## src/rtl/lsu_ctrl_if.sv

```systemverilog
// lsu_ctrl_if: request/response handshake and data-memory bus bundle for lsu_ctrl.
// The slave modport is the LSU's view. The master modport is the EX/memory side's view.
interface lsu_ctrl_if #(parameter int WIDTH = 32);
  logic             req_valid_in;
  logic             req_ready_out;
  logic             req_we_in;
  logic [2:0]       req_funct3_in;
  logic [WIDTH-1:0] req_addr_in;
  logic [WIDTH-1:0] req_wdata_in;
  logic             resp_valid_out;
  logic [WIDTH-1:0] resp_rdata_out;
  logic             resp_err_out;
  logic             mem_we_out;
  logic             mem_re_out;
  logic [WIDTH-1:0] mem_addr_out;
  logic [WIDTH-1:0] mem_wdata_out;
  logic [WIDTH-1:0] mem_rdata_in;

  modport slave (
    input  req_valid_in, req_we_in, req_funct3_in, req_addr_in, req_wdata_in, mem_rdata_in,
    output req_ready_out, resp_valid_out, resp_rdata_out, resp_err_out,
           mem_we_out, mem_re_out, mem_addr_out, mem_wdata_out
  );

  modport master (
    output req_valid_in, req_we_in, req_funct3_in, req_addr_in, req_wdata_in, mem_rdata_in,
    input  req_ready_out, resp_valid_out, resp_rdata_out, resp_err_out,
           mem_we_out, mem_re_out, mem_addr_out, mem_wdata_out
  );
endinterface

```

## src/rtl/lsu_ctrl.sv

```systemverilog
// lsu_ctrl: load/store control between EX and a word-only data memory.
// Word-aligns addresses, does read-modify-write for SB/SH, and extends LB/LH/LBU/LHU data.
// Misaligned or illegal requests respond with an error and never touch memory.
// Optional feature: define LSU_BADADDR_EN to add badaddr_out, which captures the faulting address.
module lsu_ctrl #(
  parameter int WIDTH = 32
) (
  input  logic             clk_in,
  input  logic             rst_n_in,
  lsu_ctrl_if.slave        bus
`ifdef LSU_BADADDR_EN
  ,
  output logic [WIDTH-1:0] badaddr_out
`endif
);

  typedef enum logic [2:0] {IDLE, READ, WAIT, WRITE, RESP} state_t;

  state_t           state;
  state_t           next_state;

  logic             req_err;
  logic             accept;

  logic             we_q;
  logic [2:0]       funct3_q;
  logic [WIDTH-1:0] addr_q;
  logic [WIDTH-1:0] wdata_q;
  logic [WIDTH-1:0] buf_word;
  logic [WIDTH-1:0] rdata_q;
  logic             err_q;

  logic [WIDTH-1:0] word_addr;
  logic [WIDTH-1:0] merged;
  logic [WIDTH-1:0] load_data;
  logic [7:0]       byte_sel;
  logic [15:0]      half_sel;

  assign accept    = (state == IDLE) && bus.req_valid_in;
  assign word_addr = {addr_q[WIDTH-1:2], 2'b00};

  // Classify the incoming request: misaligned halves/words and unused funct3 codes are errors.
  always_comb begin
    req_err = 1'b0;
    case (bus.req_funct3_in)
      3'b000, 3'b100: req_err = 1'b0;
      3'b001, 3'b101: req_err = bus.req_addr_in[0];
      3'b010:         req_err = |bus.req_addr_in[1:0];
      default:        req_err = 1'b1;
    endcase
    if (bus.req_we_in && bus.req_funct3_in[2]) begin
      req_err = 1'b1;
    end
  end

  // Pick the addressed byte/half out of the returning memory word and extend it.
  always_comb begin
    byte_sel  = bus.mem_rdata_in[{addr_q[1:0], 3'b000} +: 8];
    half_sel  = addr_q[1] ? bus.mem_rdata_in[31:16] : bus.mem_rdata_in[15:0];
    load_data = '0;
    case (funct3_q)
      3'b000:  load_data = {{(WIDTH-8){byte_sel[7]}}, byte_sel};
      3'b001:  load_data = {{(WIDTH-16){half_sel[15]}}, half_sel};
      3'b010:  load_data = bus.mem_rdata_in;
      3'b100:  load_data = {{(WIDTH-8){1'b0}}, byte_sel};
      3'b101:  load_data = {{(WIDTH-16){1'b0}}, half_sel};
      default: load_data = '0;
    endcase
  end

  // Build the word to store: SW passes data through, SB/SH patch one lane of the word read back.
  always_comb begin
    merged = buf_word;
    case (funct3_q[1:0])
      2'b00:   merged[{addr_q[1:0], 3'b000} +: 8] = wdata_q[7:0];
      2'b01:   merged[{addr_q[1], 4'b0000} +: 16] = wdata_q[15:0];
      default: merged = wdata_q;
    endcase
  end

  // State register; reset abandons any request in flight.
  always_ff @(posedge clk_in or negedge rst_n_in) begin
    if (!rst_n_in) begin
      state <= IDLE;
    end else begin
      state <= next_state;
    end
  end

  // Next-state and bus outputs; memory strobes come straight from state so reset drops them at once.
  always_comb begin
    next_state         = state;
    bus.req_ready_out  = 1'b0;
    bus.mem_re_out     = 1'b0;
    bus.mem_we_out     = 1'b0;
    bus.mem_addr_out   = '0;
    bus.mem_wdata_out  = '0;
    bus.resp_valid_out = 1'b0;
    case (state)
      IDLE: begin
        bus.req_ready_out = 1'b1;
        if (bus.req_valid_in) begin
          if (req_err) begin
            next_state = RESP;
          end else if (bus.req_we_in && (bus.req_funct3_in[1:0] == 2'b10)) begin
            next_state = WRITE;
          end else begin
            next_state = READ;
          end
        end
      end
      READ: begin
        bus.mem_re_out   = 1'b1;
        bus.mem_addr_out = word_addr;
        next_state       = WAIT;
      end
      WAIT: begin
        next_state = we_q ? WRITE : RESP;
      end
      WRITE: begin
        bus.mem_we_out    = 1'b1;
        bus.mem_addr_out  = word_addr;
        bus.mem_wdata_out = merged;
        next_state        = RESP;
      end
      RESP: begin
        bus.resp_valid_out = 1'b1;
        next_state         = IDLE;
      end
      default: next_state = IDLE;
    endcase
  end

  // Latch the request, capture read data, and set the response registers on the way into RESP.
  always_ff @(posedge clk_in or negedge rst_n_in) begin
    if (!rst_n_in) begin
      we_q     <= 1'b0;
      funct3_q <= 3'b000;
      addr_q   <= '0;
      wdata_q  <= '0;
      buf_word <= '0;
      rdata_q  <= '0;
      err_q    <= 1'b0;
    end else begin
      if (accept) begin
        we_q     <= bus.req_we_in;
        funct3_q <= bus.req_funct3_in;
        addr_q   <= bus.req_addr_in;
        wdata_q  <= bus.req_wdata_in;
        if (req_err) begin
          rdata_q <= '0;
          err_q   <= 1'b1;
        end
      end
      if (state == WAIT) begin
        buf_word <= bus.mem_rdata_in;
        if (!we_q) begin
          rdata_q <= load_data;
          err_q   <= 1'b0;
        end
      end
      if (state == WRITE) begin
        rdata_q <= '0;
        err_q   <= 1'b0;
      end
    end
  end

  assign bus.resp_rdata_out = rdata_q;
  assign bus.resp_err_out   = err_q;

`ifdef LSU_BADADDR_EN
  // Remember the address of the most recent faulting request; it is visible during its RESP cycle.
  always_ff @(posedge clk_in or negedge rst_n_in) begin
    if (!rst_n_in) begin
      badaddr_out <= '0;
    end else if (accept && req_err) begin
      badaddr_out <= bus.req_addr_in;
    end
  end
`endif

endmodule

```

## src/flat_wrapper.sv

```systemverilog
// flat-port wrapper written by rule: the top's interface ports become plain ports
module lsu_ctrl_flat 
#(
  parameter int WIDTH = 32
)
  (clk_in, rst_n_in, bus_req_valid_in, bus_req_we_in, bus_req_funct3_in, bus_req_addr_in, bus_req_wdata_in, bus_mem_rdata_in, bus_req_ready_out, bus_resp_valid_out, bus_resp_rdata_out, bus_resp_err_out, bus_mem_we_out, bus_mem_re_out, bus_mem_addr_out, bus_mem_wdata_out);
  lsu_ctrl_if #(.WIDTH(WIDTH)) bus_i ();
  input  logic clk_in;
  input  logic rst_n_in;
  input wire logic [$bits(bus_i.req_valid_in)-1:0] bus_req_valid_in;
  input wire logic [$bits(bus_i.req_we_in)-1:0] bus_req_we_in;
  input wire logic [$bits(bus_i.req_funct3_in)-1:0] bus_req_funct3_in;
  input wire logic [$bits(bus_i.req_addr_in)-1:0] bus_req_addr_in;
  input wire logic [$bits(bus_i.req_wdata_in)-1:0] bus_req_wdata_in;
  input wire logic [$bits(bus_i.mem_rdata_in)-1:0] bus_mem_rdata_in;
  output wire logic [$bits(bus_i.req_ready_out)-1:0] bus_req_ready_out;
  output wire logic [$bits(bus_i.resp_valid_out)-1:0] bus_resp_valid_out;
  output wire logic [$bits(bus_i.resp_rdata_out)-1:0] bus_resp_rdata_out;
  output wire logic [$bits(bus_i.resp_err_out)-1:0] bus_resp_err_out;
  output wire logic [$bits(bus_i.mem_we_out)-1:0] bus_mem_we_out;
  output wire logic [$bits(bus_i.mem_re_out)-1:0] bus_mem_re_out;
  output wire logic [$bits(bus_i.mem_addr_out)-1:0] bus_mem_addr_out;
  output wire logic [$bits(bus_i.mem_wdata_out)-1:0] bus_mem_wdata_out;
  assign bus_i.req_valid_in = bus_req_valid_in;
  assign bus_i.req_we_in = bus_req_we_in;
  assign bus_i.req_funct3_in = bus_req_funct3_in;
  assign bus_i.req_addr_in = bus_req_addr_in;
  assign bus_i.req_wdata_in = bus_req_wdata_in;
  assign bus_i.mem_rdata_in = bus_mem_rdata_in;
  assign bus_req_ready_out = bus_i.req_ready_out;
  assign bus_resp_valid_out = bus_i.resp_valid_out;
  assign bus_resp_rdata_out = bus_i.resp_rdata_out;
  assign bus_resp_err_out = bus_i.resp_err_out;
  assign bus_mem_we_out = bus_i.mem_we_out;
  assign bus_mem_re_out = bus_i.mem_re_out;
  assign bus_mem_addr_out = bus_i.mem_addr_out;
  assign bus_mem_wdata_out = bus_i.mem_wdata_out;
  lsu_ctrl #(.WIDTH(WIDTH)) u_core (.clk_in(clk_in), .rst_n_in(rst_n_in), .bus(bus_i));
endmodule
```

## config.mk

```make
export PLATFORM = sky130hd
export DESIGN_NAME = lsu_ctrl_flat
export DESIGN_NICKNAME = d
export VERILOG_FILES = /design/src/rtl/lsu_ctrl_if.sv /design/src/rtl/lsu_ctrl.sv /design/src/flat_wrapper.sv
export SDC_FILE = /design/constraint.sdc
export NUM_CORES = 1
export LEC_CHECK = 0
export CELL_PAD_IN_SITES_DETAIL_PLACEMENT = 1
export CELL_PAD_IN_SITES_GLOBAL_PLACEMENT = 2
export CORE_ASPECT_RATIO = 1.5
export CORE_MARGIN = 1
export CORE_UTILIZATION = 28
export DETAILED_ROUTE_END_ITERATION = 10
export PLACE_DENSITY_LB_ADDON = 0.2
export SETUP_SLACK_MARGIN = 0.3
export SLEW_MARGIN = 20
export SYNTH_ARGS = -nofsm -noshare
export SYNTH_HDL_FRONTEND = slang
export SYNTH_SLANG_ARGS = --single-unit
```

## constraint.sdc

```tcl
create_clock -name clk_in -period 2.29 [get_ports clk_in]
set_input_delay 0.458 -clock clk_in [delete_from_list [all_inputs] [get_ports clk_in]]
set_output_delay 0.458 -clock clk_in [all_outputs]
set_load 0.01 [all_outputs]
```

# Word-level counts from Yosys, hierarchy flattened
# Index checks and enable logic that the tools add are counted.
op_classes:
  addsub: 2
  n_eq_ne: 15
  n_shift: 5
  muxes: 28
  reduce_logical: 11
op_table:
  columns: ["operator", "count"]
  rows:
  - ["$mux 32", 7]
  - ["$pmux 32 s5", 1]
  - ["$bwmux 32", 2]
  - ["$pmux 32 s2", 1]
  - ["$shift 16x7->32 const A", 1]
  - ["$shift 8x7->32 const A", 1]
  - ["$shiftx 16x7->32", 1]
  - ["$shiftx 32x6->8", 1]
  - ["$shiftx 8x7->32", 1]
  - ["$mux 16", 1]
  - ["$eq 3x3->1 const B", 5]
  - ["$neg 5->7", 2]
  - ["$eq 3x2->1 const B", 4]
  - ["$pmux 3 s4", 1]
  - ["$mux 1", 10]
  - ["$eq 3x1->1 const B", 3]
  - ["$logic_not 3->1", 3]
  - ["$mux 3", 3]
  - ["$reduce_or 2->1", 4]
  - ["$logic_and 1x1->1", 3]
  - ["$pmux 1 s3", 1]
  - ["$eq 2x1->1 const B", 1]
  - ["$eq 2x2->1 const B", 1]
  - ["$logic_not 2->1", 1]
  - ["2 further kinds", 2]
totals:
  register_bits: 136
  out_inout_bits: 101
  wordCells: 69

# Logic depth before layout (Yosys ltp)
depth:
  word_depth: 9
  ltp_mapped: 8

# Worst setup path after synthesis
# Ideal clock, no wire load.
synth_path:
  kind: "flip-flop to output port"
  startpoint: "register u_core.addr_q[0]"
  endpoint: "output bus_mem_wdata_out[19]"
  arrival_time_ps: 2167
  required_time_ps: 1832
  slack_ps: -335
  path_stages_with_launch: 9
  n_path_buf: 2
  path_cell_list: "dfrtp_1 -> clkbuf_1 -> inv_1 -> ha_1 -> nor4bb_1 -> clkbuf_1 -> a221oi_1 -> a211o_1 -> a21oi_1"
synth_via:
  elab_chain_cells: 5
  word_cells_on_any_way: 6
  classes_between: "add/sub: 1; shift: 2; mux: 3"
synth_rtl:
  columns: ["element", "line_no", "source"]
  rows:
  - ["start, declared", "lsu_ctrl.sv:27", "logic [WIDTH-1:0] addr_q;"]
  - ["start signal, assigned", "lsu_ctrl.sv:148", "addr_q <= bus.req_addr_in;"]
  - ["$neg 5->7 (*)", "lsu_ctrl.sv:75", "2'b00: merged[{addr_q[1:0], 3'b000} +: 8] = wdata_q[7:0];"]
  - ["$shiftx 8x7->32 / $shift 8x7->32 (equally long branches)", "lsu_ctrl.sv:75", null]
  - ["$bwmux 32 (*)", "lsu_ctrl.sv:75", null]
  - ["$pmux 32 s2 (*)", "lsu_ctrl.sv:74", "case (funct3_q[1:0])"]
  - ["$mux 32 (*)", "lsu_ctrl.sv:99", "case (state)"]
  - ["end, declared", "flat_wrapper.sv:23", "output wire logic [$bits(bus_i.mem_wdata_out)-1:0] bus_mem_wdata_out;"]
# Every way passes the cells marked *; elsewhere a longest branch is shown, timed or not.

# Worst setup path after layout
layout_path:
  startpoint: "register u_core.addr_q[1]"
  endpoint: "output bus_mem_wdata_out[26]"
layout_via:
  elab_chain_cells: 5
  word_cells_on_any_way: 10
  classes_between: "add/sub: 2; shift: 4; mux: 4"
layout_rtl:
  columns: ["element", "line_no", "source"]
  rows:
  - ["$neg 5->7 (on tied branches)", "lsu_ctrl.sv:76, lsu_ctrl.sv:75", null]
  - ["$shiftx 16x7->32 (tied with other cells)", "lsu_ctrl.sv:76", "2'b01: merged[{addr_q[1], 4'b0000} +: 16] = wdata_q[15:0];"]
  - ["$bwmux 32 (on tied branches)", "lsu_ctrl.sv:76, lsu_ctrl.sv:75", null]
  - ["$pmux 32 s2 (*)", "lsu_ctrl.sv:74", null]
  - ["$mux 32 (*)", "lsu_ctrl.sv:99", null]
# Marks and branches as above.

==> flow_summary.toml <==
[layout]
area_delta_synth_final_pct = 66.6
fin_cells = 1213
final_nets = 983
layout-drive-gt1-share = 0.472

[power_and_ir_drop]
p_per_area_mw_per_mm2 = 1360
ir_worst_vdd_mv = 0.581
p_leak_uw = 0.00508

[synth]
netlist_instances = 589
synth_ff_type = "dfrtp_1"
synth_commonest_cells = "dfrtp_1 (136), mux2_2 (101), and2_1 (33)"
ys_types = 46
syn_area_per_cell_um2 = 11.9
synth_area_leaders = "dfrtp_1 (49%), mux2_2 (16%), a221oi_1 (4.0%), and2_1 (3.0%), mux2i_1 (2.9%)"
yosysTopAreaCell = "dfrtp_1"
synth_edf_count = 0
synthArstFlopShare = 1.00
ys_ff_latch = 136
synth_top_area_frac = 0.487
synth_seq_area_share = 0.487
synth_most_common_cell = "dfrtp_1"
netlist_area_mm2 = 0.00699
yosys_warnings = 0

[sta]
fmax_mhz = 342
drv_slew = 0
finalHoldViolCount = 0
slew_headroom = 0.612
skew_ns = 0.00711
rsz0062_at_grt = "true"
worst_hold_slack_ns = 0.498
worst_slack_ns = -0.631
worst_slew_pin_slew_ns = 0.580
finalCritPeriodShare = 1.28
setup_violations = 36
layout_min_cycle_time_ns = 2.92

[min_path]
holdCritPathClass = "register to register"

[global_routing]
grt_pass1_wl_um = 40700
grtUsageTotal = 0.218
overflow = 0
grt_pass1_vias = 6894
antenna_found_initial = 2
grt_max_degree = 52

[setup_path]
critPathRequiredTime_ns = 1.83
crit_type = "register to primary output"
crit_family = "buffers and inverters"
start_kind = "register"
critPathCaptureType = "primary output"
cpMostUsedCell = "buf_6"
arrival_ns = 2.46
path_depth = 10
crit_start = "u_core.addr_q[1]"
slowest_stage = "dfrtp_1"
endpoint = "bus_mem_wdata_out[26]"
crit_chain = "inv_4 > ha_4 > nor4bb_1 > buf_4 > buf_6 > buf_6 > a221oi_2 > a211o_1 > a21oi_2 > buf_2"
cp_slowest_stage_delay_ns = 0.43
r2r_cells = 6
rrSetupSlack_ns = 0.02
cp_num_buf_inv = 5
rr_startpoint = "u_core.addr_q[1]"
crit_path_max_fanout = 4
rr_endpoint = "u_core.bus.resp_rdata_out[24]"

[detailed_routing]
route.detailed.drc = 0
routed_via_density = 5.13
wl_per_cell_um = 23.0
vias = 6219
drt_iter0_markers = 285
routed_wl_um = 27900
first_pass_iters = 5
antenna_left = 0

[clock_network]
clock_path_buffers = 2
cts_tree = "built"
htreeDepth = 4
cts_root_buf = "clkbuf_16"
clk_pin_slew_ns = 0.06
cts_inserted_buffers = 17
insertion_delay_ns = 0.43
cts.sinks = 136

[run_status]
outcome = "complete, but fails checks"
violations = "negative setup slack"

[floorplan]
pin_count = 204
dieArea_mm2 = 0.0256
die_y_um = 195
start_util = 0.286
coreArea_mm2 = 0.0244
rows = 70
die_w_um = 131

[flow_run]
cap_violations = 0

[placement]
place.gp.congestion = 0.869
dp_hpwl_um = 19400
io_buffers = 201
preCtsSetupSlack_ns = -0.520
dp_cells = 1130
[cells in the final DEF, fill, tap and decap left out, types with 19 or more instances in the layout]
| cell type | instances |
|---|---|
| buf_4 | 67 |
| buf_2 | 29 |
| clkdlybuf4s50_1 | 133 |
| mux2_2 | 60 |
| dfrtp_1 | 133 |
| buf_6 | 57 |
| nand2_1 | 30 |
| and2_4 | 30 |
| a221o_1 | 19 |
| mux2_4 | 41 |
| clkbuf_16 | 19 |
| mux2i_1 | 20 |
[worst min path at each step]
| stage | from | endpoint | slack, ns | cells past startpoint |
|---|---|---|---|---|
| final | u_core.bus.resp_rdata_out[7] | u_core.bus.resp_rdata_out[7] | 0.50 | 1 |
| after global routing | bus_req_funct3_in[2] | u_core.funct3_q[2] | 0.51 | 2 |
| after CTS | u_core.bus.resp_rdata_out[7] | u_core.bus.resp_rdata_out[7] | 0.50 | 1 |
| after detailed placement | rst_n_in | u_core.addr_q[28] | 0.45 | 1 |
| after global placement | rst_n_in | u_core.addr_q[24] | 0.44 | 1 |
| after floorplan | rst_n_in | u_core.addr_q[0] | 0.16 | 0 |
[state kept, by name, indices dropped and copies added (netlist names)]
signal and flops:
u_core.addr_q 32, u_core.state 3, u_core.bus.resp_rdata_out 32, u_core.funct3_q 3, u_core.wdata_q 32, u_core.bus.resp_err_out 1, u_core.buf_word 32, u_core.we_q 1
[report_power, final]
group	internal (uW)	total, uW	switching (uW)	leakage, uW
registers	3550	4670	1120	0.00167
logic	4830	8510	3690	0.00315
clock network	1510	2600	1090	0.000266
[stage by stage]
step / TNS [ns] / cell area (um^2) / utilization / total power (uW)
4_1_cts: -16.11 / 11000 / 0.448 / 14700
2_1_floorplan: 0 / 7200 / - / 8530
5_1_grt: -19.47 / 11600 / 0.476 / 16700
3_3_place_gp: -12.29 / 9960 / 0.408 / 11200
6_report: -15.75 / 11600 / 0.476 / 15800
3_5_place_dp: -15.26 / 9960 / 0.408 / 11400
[layer usage]
metal	track usage	share of wire
met1	0.227	0.36
met2	0.400	0.55
met3	0.0581	0.057
met4	0.0924	0.030
met5	0	0.00047
[layout make-up]
type	instances	area [um^2]
Clock inverter	12	104
Sequential cell	136	3410
Antenna cell	1	2.50
Timing Repair Buffer	318	3280
Tap cell	324	405
Multi-Input combinational cell	392	3930
Inverter	10	62.6
Clock buffer	20	447
Fill cell	2507	12800
[logic make-up (layout without fill, tap and decap cells)]
family	count (synthesis)	count (layout)	synth area share
multiplexers	122	122	0.195
adder cells (fa/ha/maj)	5	5	0.00895
flip-flops	136	136	0.487
AND/OR/NAND/NOR	120	120	0.101
AO/OA/AOI/OAI	143	143	0.167
buffers and inverters	62	360	0.0410
other	1	3	0.000537
[repair_timing]
action | CTS | global route
pin swaps | 38 | 48
gates cloned | 5 | 3
hold endpoints to repair | 47 | 0
gates resized for setup | 358 | 103
endpoints found under the setup margin | 91 | 99
hold buffers | 1 | 0
setup buffers | 26 | 15
Power figures use the tool's default switching activity.
